`src/rtl/stim_seq_ctrl.sv`:
```
// Piecewise step/ramp stimulus player driving one registered DAC code bus.
// Table is written while idle; playback runs segments back to back.
module stim_seq_ctrl #(
    parameter int NSEG   = 8,
    parameter int CODE_W = 8,
    parameter int DUR_W  = 16,
    parameter int SL_W   = 6,
    parameter logic [CODE_W-1:0] IDLE_CODE = '0
) (
    input  logic                      clk,
    input  logic                      rstb,
    input  logic                      cfg_we,
    input  logic [$clog2(NSEG)-1:0]   cfg_addr,
    input  logic [DUR_W-1:0]          cfg_dur,
    input  logic [CODE_W-1:0]         cfg_level,
    input  logic [SL_W-1:0]           cfg_slope,
    input  logic                      cfg_ramp,
    input  logic [$clog2(NSEG):0]     num_seg,
    input  logic                      loop_en,
    input  logic                      start,
    input  logic                      abort,
    output logic [CODE_W-1:0]         code_out,
    output logic [$clog2(NSEG)-1:0]   seg_idx,
    output logic                      seg_strobe,
    output logic                      busy,
    output logic                      done,
    output logic                      cfg_err
);

    localparam int AW = $clog2(NSEG);
    localparam int SW = ((CODE_W > SL_W) ? CODE_W : SL_W) + 2;

    typedef enum logic [1:0] {
        S_IDLE = 2'd0,
        S_RUN  = 2'd1,
        S_DONE = 2'd2
    } state_t;

    state_t              r_state;
    state_t              w_state_nxt;

    logic [DUR_W-1:0]    r_dur [NSEG];
    logic [CODE_W-1:0]   r_lvl [NSEG];
    logic [SL_W-1:0]     r_slp [NSEG];
    logic                r_rmp [NSEG];

    logic [CODE_W-1:0]   r_code;
    logic [AW-1:0]       r_idx;
    logic                r_strobe;
    logic                r_err;
    logic [DUR_W-1:0]    r_cnt;
    logic [AW:0]         r_nseg;
    logic                r_loop;

    logic [CODE_W-1:0]   w_code_nxt;
    logic [AW-1:0]       w_idx_nxt;
    logic                w_strobe_nxt;
    logic [DUR_W-1:0]    w_cnt_nxt;
    logic [AW:0]         w_nseg_nxt;
    logic                w_loop_nxt;
    logic                w_load;
    logic [AW-1:0]       w_load_idx;
    logic                w_last;
    logic [SL_W-1:0]     w_slp;
    logic signed [SW-1:0] w_sum;
    logic [CODE_W-1:0]   w_sat;

    // Ramp step in a wider signed domain so both rails can be detected.
    always_comb begin
        w_slp = r_slp[r_idx];
        w_sum = $signed({{(SW-CODE_W){1'b0}}, r_code})
              + $signed({{(SW-SL_W){w_slp[SL_W-1]}}, w_slp});
        if (w_sum[SW-1]) begin
            w_sat = '0;
        end else if (|w_sum[SW-2:CODE_W]) begin
            w_sat = '1;
        end else begin
            w_sat = w_sum[CODE_W-1:0];
        end
    end

    assign w_last = ({1'b0, r_idx} == (r_nseg - (AW+1)'(1)));

    always_comb begin
        w_state_nxt  = r_state;
        w_code_nxt   = r_code;
        w_idx_nxt    = r_idx;
        w_strobe_nxt = 1'b0;
        w_cnt_nxt    = r_cnt;
        w_nseg_nxt   = r_nseg;
        w_loop_nxt   = r_loop;
        w_load       = 1'b0;
        w_load_idx   = '0;
        unique case (r_state)
            S_IDLE: begin
                if (abort) begin
                    w_code_nxt = IDLE_CODE;
                end else if (start) begin
                    if (num_seg != '0) begin
                        w_state_nxt = S_RUN;
                        w_nseg_nxt  = num_seg;
                        w_loop_nxt  = loop_en;
                        w_load      = 1'b1;
                    end else begin
                        w_state_nxt = S_DONE;
                    end
                end
            end
            S_RUN: begin
                if (abort) begin
                    w_state_nxt = S_IDLE;
                    w_code_nxt  = IDLE_CODE;
                    w_idx_nxt   = '0;
                end else if (r_cnt == DUR_W'(1)) begin
                    if (!w_last) begin
                        w_load     = 1'b1;
                        w_load_idx = r_idx + AW'(1);
                    end else if (r_loop) begin
                        w_load = 1'b1;
                    end else begin
                        w_state_nxt = S_DONE;
                    end
                end else begin
                    w_cnt_nxt = r_cnt - DUR_W'(1);
                    if (r_rmp[r_idx]) begin
                        w_code_nxt = w_sat;
                    end
                end
            end
            S_DONE: begin
                w_state_nxt = S_IDLE;
                if (abort) begin
                    w_code_nxt = IDLE_CODE;
                end
            end
            default: begin
                w_state_nxt = S_IDLE;
            end
        endcase
        if (w_load) begin
            w_idx_nxt    = w_load_idx;
            w_strobe_nxt = 1'b1;
            w_code_nxt   = r_lvl[w_load_idx];
            w_cnt_nxt    = (r_dur[w_load_idx] == '0) ? DUR_W'(1)
                                                     : r_dur[w_load_idx];
        end
    end

    always_ff @(posedge clk or negedge rstb) begin
        if (!rstb) begin
            r_state <= S_IDLE;
        end else begin
            r_state <= w_state_nxt;
        end
    end

    always_ff @(posedge clk or negedge rstb) begin
        if (!rstb) begin
            r_code   <= IDLE_CODE;
            r_idx    <= '0;
            r_strobe <= 1'b0;
            r_err    <= 1'b0;
            r_cnt    <= '0;
            r_nseg   <= '0;
            r_loop   <= 1'b0;
        end else begin
            r_code   <= w_code_nxt;
            r_idx    <= w_idx_nxt;
            r_strobe <= w_strobe_nxt;
            r_err    <= cfg_we && (r_state == S_RUN);
            r_cnt    <= w_cnt_nxt;
            r_nseg   <= w_nseg_nxt;
            r_loop   <= w_loop_nxt;
        end
    end

    // Table is frozen during playback; writes are accepted otherwise.
    always_ff @(posedge clk or negedge rstb) begin
        if (!rstb) begin
            for (int i = 0; i < NSEG; i++) begin
                r_dur[i] <= '0;
                r_lvl[i] <= '0;
                r_slp[i] <= '0;
                r_rmp[i] <= 1'b0;
            end
        end else if (cfg_we && (r_state != S_RUN)) begin
            r_dur[cfg_addr] <= cfg_dur;
            r_lvl[cfg_addr] <= cfg_level;
            r_slp[cfg_addr] <= cfg_slope;
            r_rmp[cfg_addr] <= cfg_ramp;
        end
    end

    assign code_out   = r_code;
    assign seg_idx    = r_idx;
    assign seg_strobe = r_strobe;
    assign busy       = (r_state == S_RUN);
    assign done       = (r_state == S_DONE);
    assign cfg_err    = r_err;

endmodule
```
`config.mk`:
```
export PLATFORM = sky130hd
export DESIGN_NAME = stim_seq_ctrl
export DESIGN_NICKNAME = d
export VERILOG_FILES = /design/src/rtl/stim_seq_ctrl.sv
export SDC_FILE = /design/constraint.sdc
export NUM_CORES = 1
export LEC_CHECK = 0
export ABC_CLOCK_PERIOD_IN_PS = 6600
export CORE_ASPECT_RATIO = 0.9
export CORE_UTILIZATION = 40
export CTS_BUF_LIST = sky130_fd_sc_hd__clkbuf_8
export DETAILED_ROUTE_END_ITERATION = 12
export PLACE_DENSITY = 0.62
export SLEW_MARGIN = 30
export SYNTH_ARGS = -nofsm -noshare
export SYNTH_HDL_FRONTEND = slang
export SYNTH_SLANG_ARGS = --single-unit
```
`constraint.sdc`:
```
create_clock -name clk -period 6.6 [get_ports clk]
set_input_delay 1.32 -clock clk [delete_from_list [all_inputs] [get_ports clk]]
set_output_delay 1.32 -clock clk [all_outputs]
set_load 0.005 [all_outputs]
```
# Word-level counts from Yosys, hierarchy flattened
# Cells that the tools add are included.
# Widths: inputs -> output; s select.
dict set report totals {
  ff_bits 284
  inputBits 44
  output_inout_bits 15
}
dict set report classes {
  add_sub_neg 4
  order_cmp 4
  n_eq_ne 15
  n_mux 61
  bitwise_logic 4
  n_reduce_logical 15
}
# cell n
set op_table {}
lappend op_table {{$bwmux 128} 1}
lappend op_table {{$mux 16} 8}
lappend op_table {{$mux 8} 10}
lappend op_table {{$bwmux 64} 1}
lappend op_table {{$bmux 16 s3} 1}
lappend op_table {{$bwmux 48} 1}
lappend op_table {{$demux 16 s3} 1}
lappend op_table {{$bmux 8 s3} 1}
lappend op_table {{$demux 8 s3} 1}
lappend op_table {{$mux 3} 7}
lappend op_table {{$bmux 6 s3} 1}
lappend op_table {{$demux 6 s3} 1}
lappend op_table {{$mux 6} 3}
lappend op_table {{$eq 16x1->1 const B} 1}
lappend op_table {{$logic_not 16->1} 1}
lappend op_table {{$pmux 8 s2} 1}
lappend op_table {{$sub 16x1->16 const B} 1}
lappend op_table {{$mux 2} 7}
lappend op_table {{$ge 4x4->1 const B} 3}
lappend op_table {{$not 3->4} 3}
lappend op_table {{$mux 1} 11}
lappend op_table {{$add 9x6->10} 1}
lappend op_table {{$bwmux 8} 1}
lappend op_table {{$reduce_and 4->1} 2}
lappend op_table {{27 further kinds} 34}

# Logic depth before layout (Yosys ltp)
dict set report logic_depth {
  depth_word 13
  ltp_mapped 16
  mapped_depth_nobuf 12
}

# Worst setup path after synthesis
# No wires, ideal clock.
dict set report synth_path {
  path_kind {reg-to-reg}
  start {reg r_idx[0], in the netlist seg_idx[0]}
  end {reg r_code[2], in the netlist code_out[2]}
  arrival_time_ps 4627
  t_required_ps 6518
  path_slack_ps 1891
  stages_incl_launch_ff 17
  period_less_slack_ps 4709
  path_cell_list {dfrtp_1 buf_2 buf_1 buf_1 clkbuf_1 mux4_2 mux2_2 ha_1 fa_1 a21o_1 a21oi_1 nor2b_1 o21a_1 o221ai_1 xnor2_1 o211ai_1 a31oi_1}
}
dict set report synth_between {
  elab_chain_cells 12
  elab_cells_between_ends 34
}
# element line_no
set synth_rtl {}
lappend synth_rtl {{start, declared} 48} ;# logic [AW-1:0] r_idx;
lappend synth_rtl {{start signal, assigned} 168} ;# r_idx <= w_idx_nxt;
lappend synth_rtl {{$not 3->4 (not written as such)} {70, 125}}
lappend synth_rtl {{$bmux 6 s3} 70} ;# w_slp = r_slp[r_idx];
lappend synth_rtl {{$mux 6 (not written as such) (2 in series)} 70}
lappend synth_rtl {{$add 9x6->10} 72} ;# + $signed({{(SW-SL_W){w_slp[SL_W-1]}}, w_slp});
lappend synth_rtl {{$mux 8} 75} ;# end else if (|w_sum[SW-2:CODE_W]) begin
lappend synth_rtl {{$mux 8} 73} ;# if (w_sum[SW-1]) begin
lappend synth_rtl {{$mux 8} 125} ;# if (r_rmp[r_idx]) begin
lappend synth_rtl {{$mux 8} 114} ;# end else if (r_cnt == DUR_W'(1)) begin
lappend synth_rtl {{$mux 8} 110} ;# if (abort) begin
lappend synth_rtl {{$pmux 8 s2} 94} ;# unique case (r_state)
lappend synth_rtl {{$mux 8} 140} ;# if (w_load) begin
lappend synth_rtl {{end signal, assigned} 167} ;# r_code <= w_code_nxt;
lappend synth_rtl {{end, declared} 47} ;# logic [CODE_W-1:0] r_code;
# Parallel ways exist; a longest one is shown, timed or not. The select of a mux whose other input is x is not followed.
# A chain may end at the register's enable or synchronous reset.

# Worst setup path after layout
dict set report layout_path {
  start {reg r_idx[0], in the netlist seg_idx[0]}
  end {reg r_code[0], in the netlist code_out[0]}
}
# Same word-level chain as after synthesis.

==> impl_results.md <==
* Root buffer cell: clkbuf_8
* Synth Net Count at roughly 1,100
* Dominant combinational cell family by area after synthesis: multiplexers
* DRT iter0 DRCs at 514
* Site row count at 63
* HP Start: r_lvl[17]
* Top FF cell, synth: dfrtp_1
* DR pass1 iterations at 5
* IO Pins at 59
* Status: completed
* Syn Inst Count at 1,009
* Diode count at 0
* Max-cap viol count at 0
* Post-route ant nets at 0
* Post-synthesis adder-cell area fraction at 1.34%
* Critical R2R Launch: seg_idx[0]
* Register area share after synthesis at between 50% and 60%
* Worst setup path class: register to register
* Cts hold-fix bufs at 0
* Port Buffers at 58
* Synth Area in Simple Gates at under 10%
* Die area at 34,800 sq um
* Reg-to-Reg End: code_out[0]
* Slew HR at 37.1%
* Setup ws final at 2410 ps
* H-tree depth at 2
* Initial antenna violation count at 1
* Post-synth ARST share at 100%
* Crit Path Max Fanout at 21
* Setup_tns at 0 ps
* Postcts setup bufs at 0
* Cells along the critical path: buf_4 -> mux4_2 -> mux2i_1 -> inv_1 -> ha_1 -> o21a_1 -> o31a_1 -> o221ai_1 -> xnor2_1 -> o211ai_1 -> a31oi_1
* Final Wtd Congestion at 0.875
* Routed len/inst at 21.1 um
* Minimum clock period at ~4200 ps
* FF+latch count, synth at between 200 and 300
* Post-synth top cells: dfrtp_1 (284), mux2_2 (273), a21oi_1 (47)
* Hold_ws at 499 ps
* Worst path max stage delay at 830 ps
* Synth cell types at 60
* Cell family contributing the most delay on the critical path: compound AO/OA/AOI/OAI gates
* Yosys Warn Count at 0
* Area of the core at around 33,000 sq um
* Transition time of the tightest slew-check pin at approximately 940 ps
* CTS tree: yes
* Die X at 197 um
* Setup crit end kind: register
* RSZ-0062 raised after global routing: false
* Via Count at 8,614
* Slew Limit Fails at 0
* Clk_skew at 23.3 ps
* Compound-Gate Fraction of Synth Area at under 10%
* Post-DP Area at 14,800 sq um
* Clock Sinks at 284
* Slowest-stage cell, CP: dfrtp_2
* Final wirelength at about 33 mm
* Most common cell in the netlist: dfrtp_1
* Area share of the largest cell type after synthesis at 52.2%
* Largest net degree at the start of global routing at 126
* Synth Area in XOR/XNOR at 1.72%
* Fillers at 3,036
* Leading area contributor after synthesis: dfrtp_1
* Multiplexer share of the synthesized area at between 30% and 40%
* Fraction of layout cells with a size suffix above 1 at approximately 37%
* Power Density at 341 nW/um^2
* Post-synth EDFFs at 0
* CTS buffer count at 48
* Vias per cell at 5.49
* Design Area, Final at 15,700 sq um
* Placed cell count at between 1,000 and 1,500
* Arr. time, crit path at 4680 ps
* Syn Area/Cell at 13.5 sq um
* Post_cts resized at 0
* Netlist Area Pre-Place at approximately 14,000 sq um
* Leakage Power at 6.62 nW
* Worst Hold Depth at 1
* Syn-to-layout area delta at 15.3%
* Die Ht at 177 um
* Hold Vio Cnt, Final at 0
* Reg clk slew, reported paths at 70 ps
* Max Root-Sink Buffers at 3
* Worst Path Buf+Inv at 2
* Reg2Reg Depth at 11
* Critical path required time at 7090 ps
* GR Util All Layers at a little under 20%
* Vias in the first global route at around 9,000
* Synth area leaders: dfrtp_1 (52%), mux2_2 (23%), mux4_2 (5.8%), mux2i_1 (1.8%), a21oi_1 (1.7%)
* Skew-Pair Late Insertion Delay at 570 ps
* Fmax at 239 MHz
* Type of origin of the critical path: register
* R2R setup slack at 2410 ps
* HPWL after DPL at 21.3 mm
* DRC viols at 0
* Effective utilization at floorplan at 41.0%
* Layout Nets at 1,137
* Remaining global-route overflow at 0
* Worst Hold End: r_lvl[17]
* Final Setup Violations at 0
* Final period util at 63.4%
* Non-filler cells, final at about 1,600
* First-pass GRT wire length at 52.8 mm
* Min-Delay Path Class: register to register
* Maximum vdd drop at 126 uV
* Post-placement setup slack at 2260 ps
logic make-up (layout without fill, tap and decap cells):
logic type,count (synthesis),count (layout)
AND/OR/NAND/NOR,151,151
AO/OA/AOI/OAI,134,134
XOR/XNOR,25,25
buffers and inverters,69,175
flip-flops,284,284
multiplexers,332,332
adder cells (fa/ha/maj),14,14
where the power goes:
| part | total, mW | switching (mW) | internal (mW) |
|---|---|---|---|
| registers | 2.59 | 0.317 | 2.27 |
| logic | 1.26 | 0.520 | 0.740 |
| clock network | 1.50 | 0.710 | 0.791 |
| total | 5.35 | 1.55 | 3.80 |
state kept, by name, indices dropped and copies added (netlist names):
name and count:
code_out 8, r_slp 48, seg_strobe 1, cfg_err 1, r_dur 128, r_cnt 16, r_state 2, r_nseg 4
r_loop 1, seg_idx 3, r_lvl 64, r_rmp 8
metal layers:
metal  global-route usage, %  up-vias  wire length (um)
met5                       0        -                13
met4                    5.34        2               601
met3                    3.13       54              1210
met2                    29.4      167             14500
met1                    29.5     4478             16700
li1                        -     3913                 -
worst max path at each step:
stage                     slack, ps        from          end  cells after the start
after floorplan                1890  seg_idx[0]  code_out[2]                     16
after global placement         2340       abort  code_out[3]                      9
after detailed placement       2260       abort     r_cnt[0]                      9
after CTS                      2380  seg_idx[0]  code_out[0]                     11
after global routing           2100  seg_idx[0]  code_out[0]                     11
final                          2410  seg_idx[0]  code_out[0]                     11
through the flow:
step           utilization (%)  power [mW]
3_3_place_gp              44.3        3.82
2_1_floorplan                -        3.47
4_1_cts                   47.1        5.39
6_report                  47.2        5.35
5_1_grt                   47.2        5.66
3_5_place_dp              44.4        3.87
worst register-to-register path, cell delays in order, from the launching register on:
cell and delay (ps):
dfrtp_2 830, buf_4 420, mux4_2 540, mux2i_1 340, inv_1 200, ha_1 360, o21a_1 120, o31a_1 180
o221ai_1 150, xnor2_1 550, o211ai_1 210, a31oi_1 230
final cells by class:
| type | instances | area, sq um | area share (%) |
|---|---|---|---|
| flip-flops and latches | 284 | 7110 | 45.3 |
| repair buffers | 75 | 746 | 4.75 |
| inverters | 14 | 52.6 | 0.335 |
| clock buffers | 58 | 798 | 5.08 |
| clock inverters | 28 | 115 | 0.733 |
| multi-input cells | 656 | 6310 | 40.2 |
| well taps | 455 | 569 | 3.63 |
layout by cell type (no fill, tap or decap), drive strengths merged, types with 11 or more instances in the layout:
master / instances
mux4: 35
xnor2: 12
nand2: 23
mux2i: 24
o22ai: 17
buf: 18
o21ai: 14
nor4: 11
a21oi: 47
inv: 38
dfrtp: 284
xor2: 12
clkbuf: 58
nor2: 45
mux2: 273
ha: 13
clkdlybuf4s50: 57
Note: power is estimated with default switching activity, not from simulation.
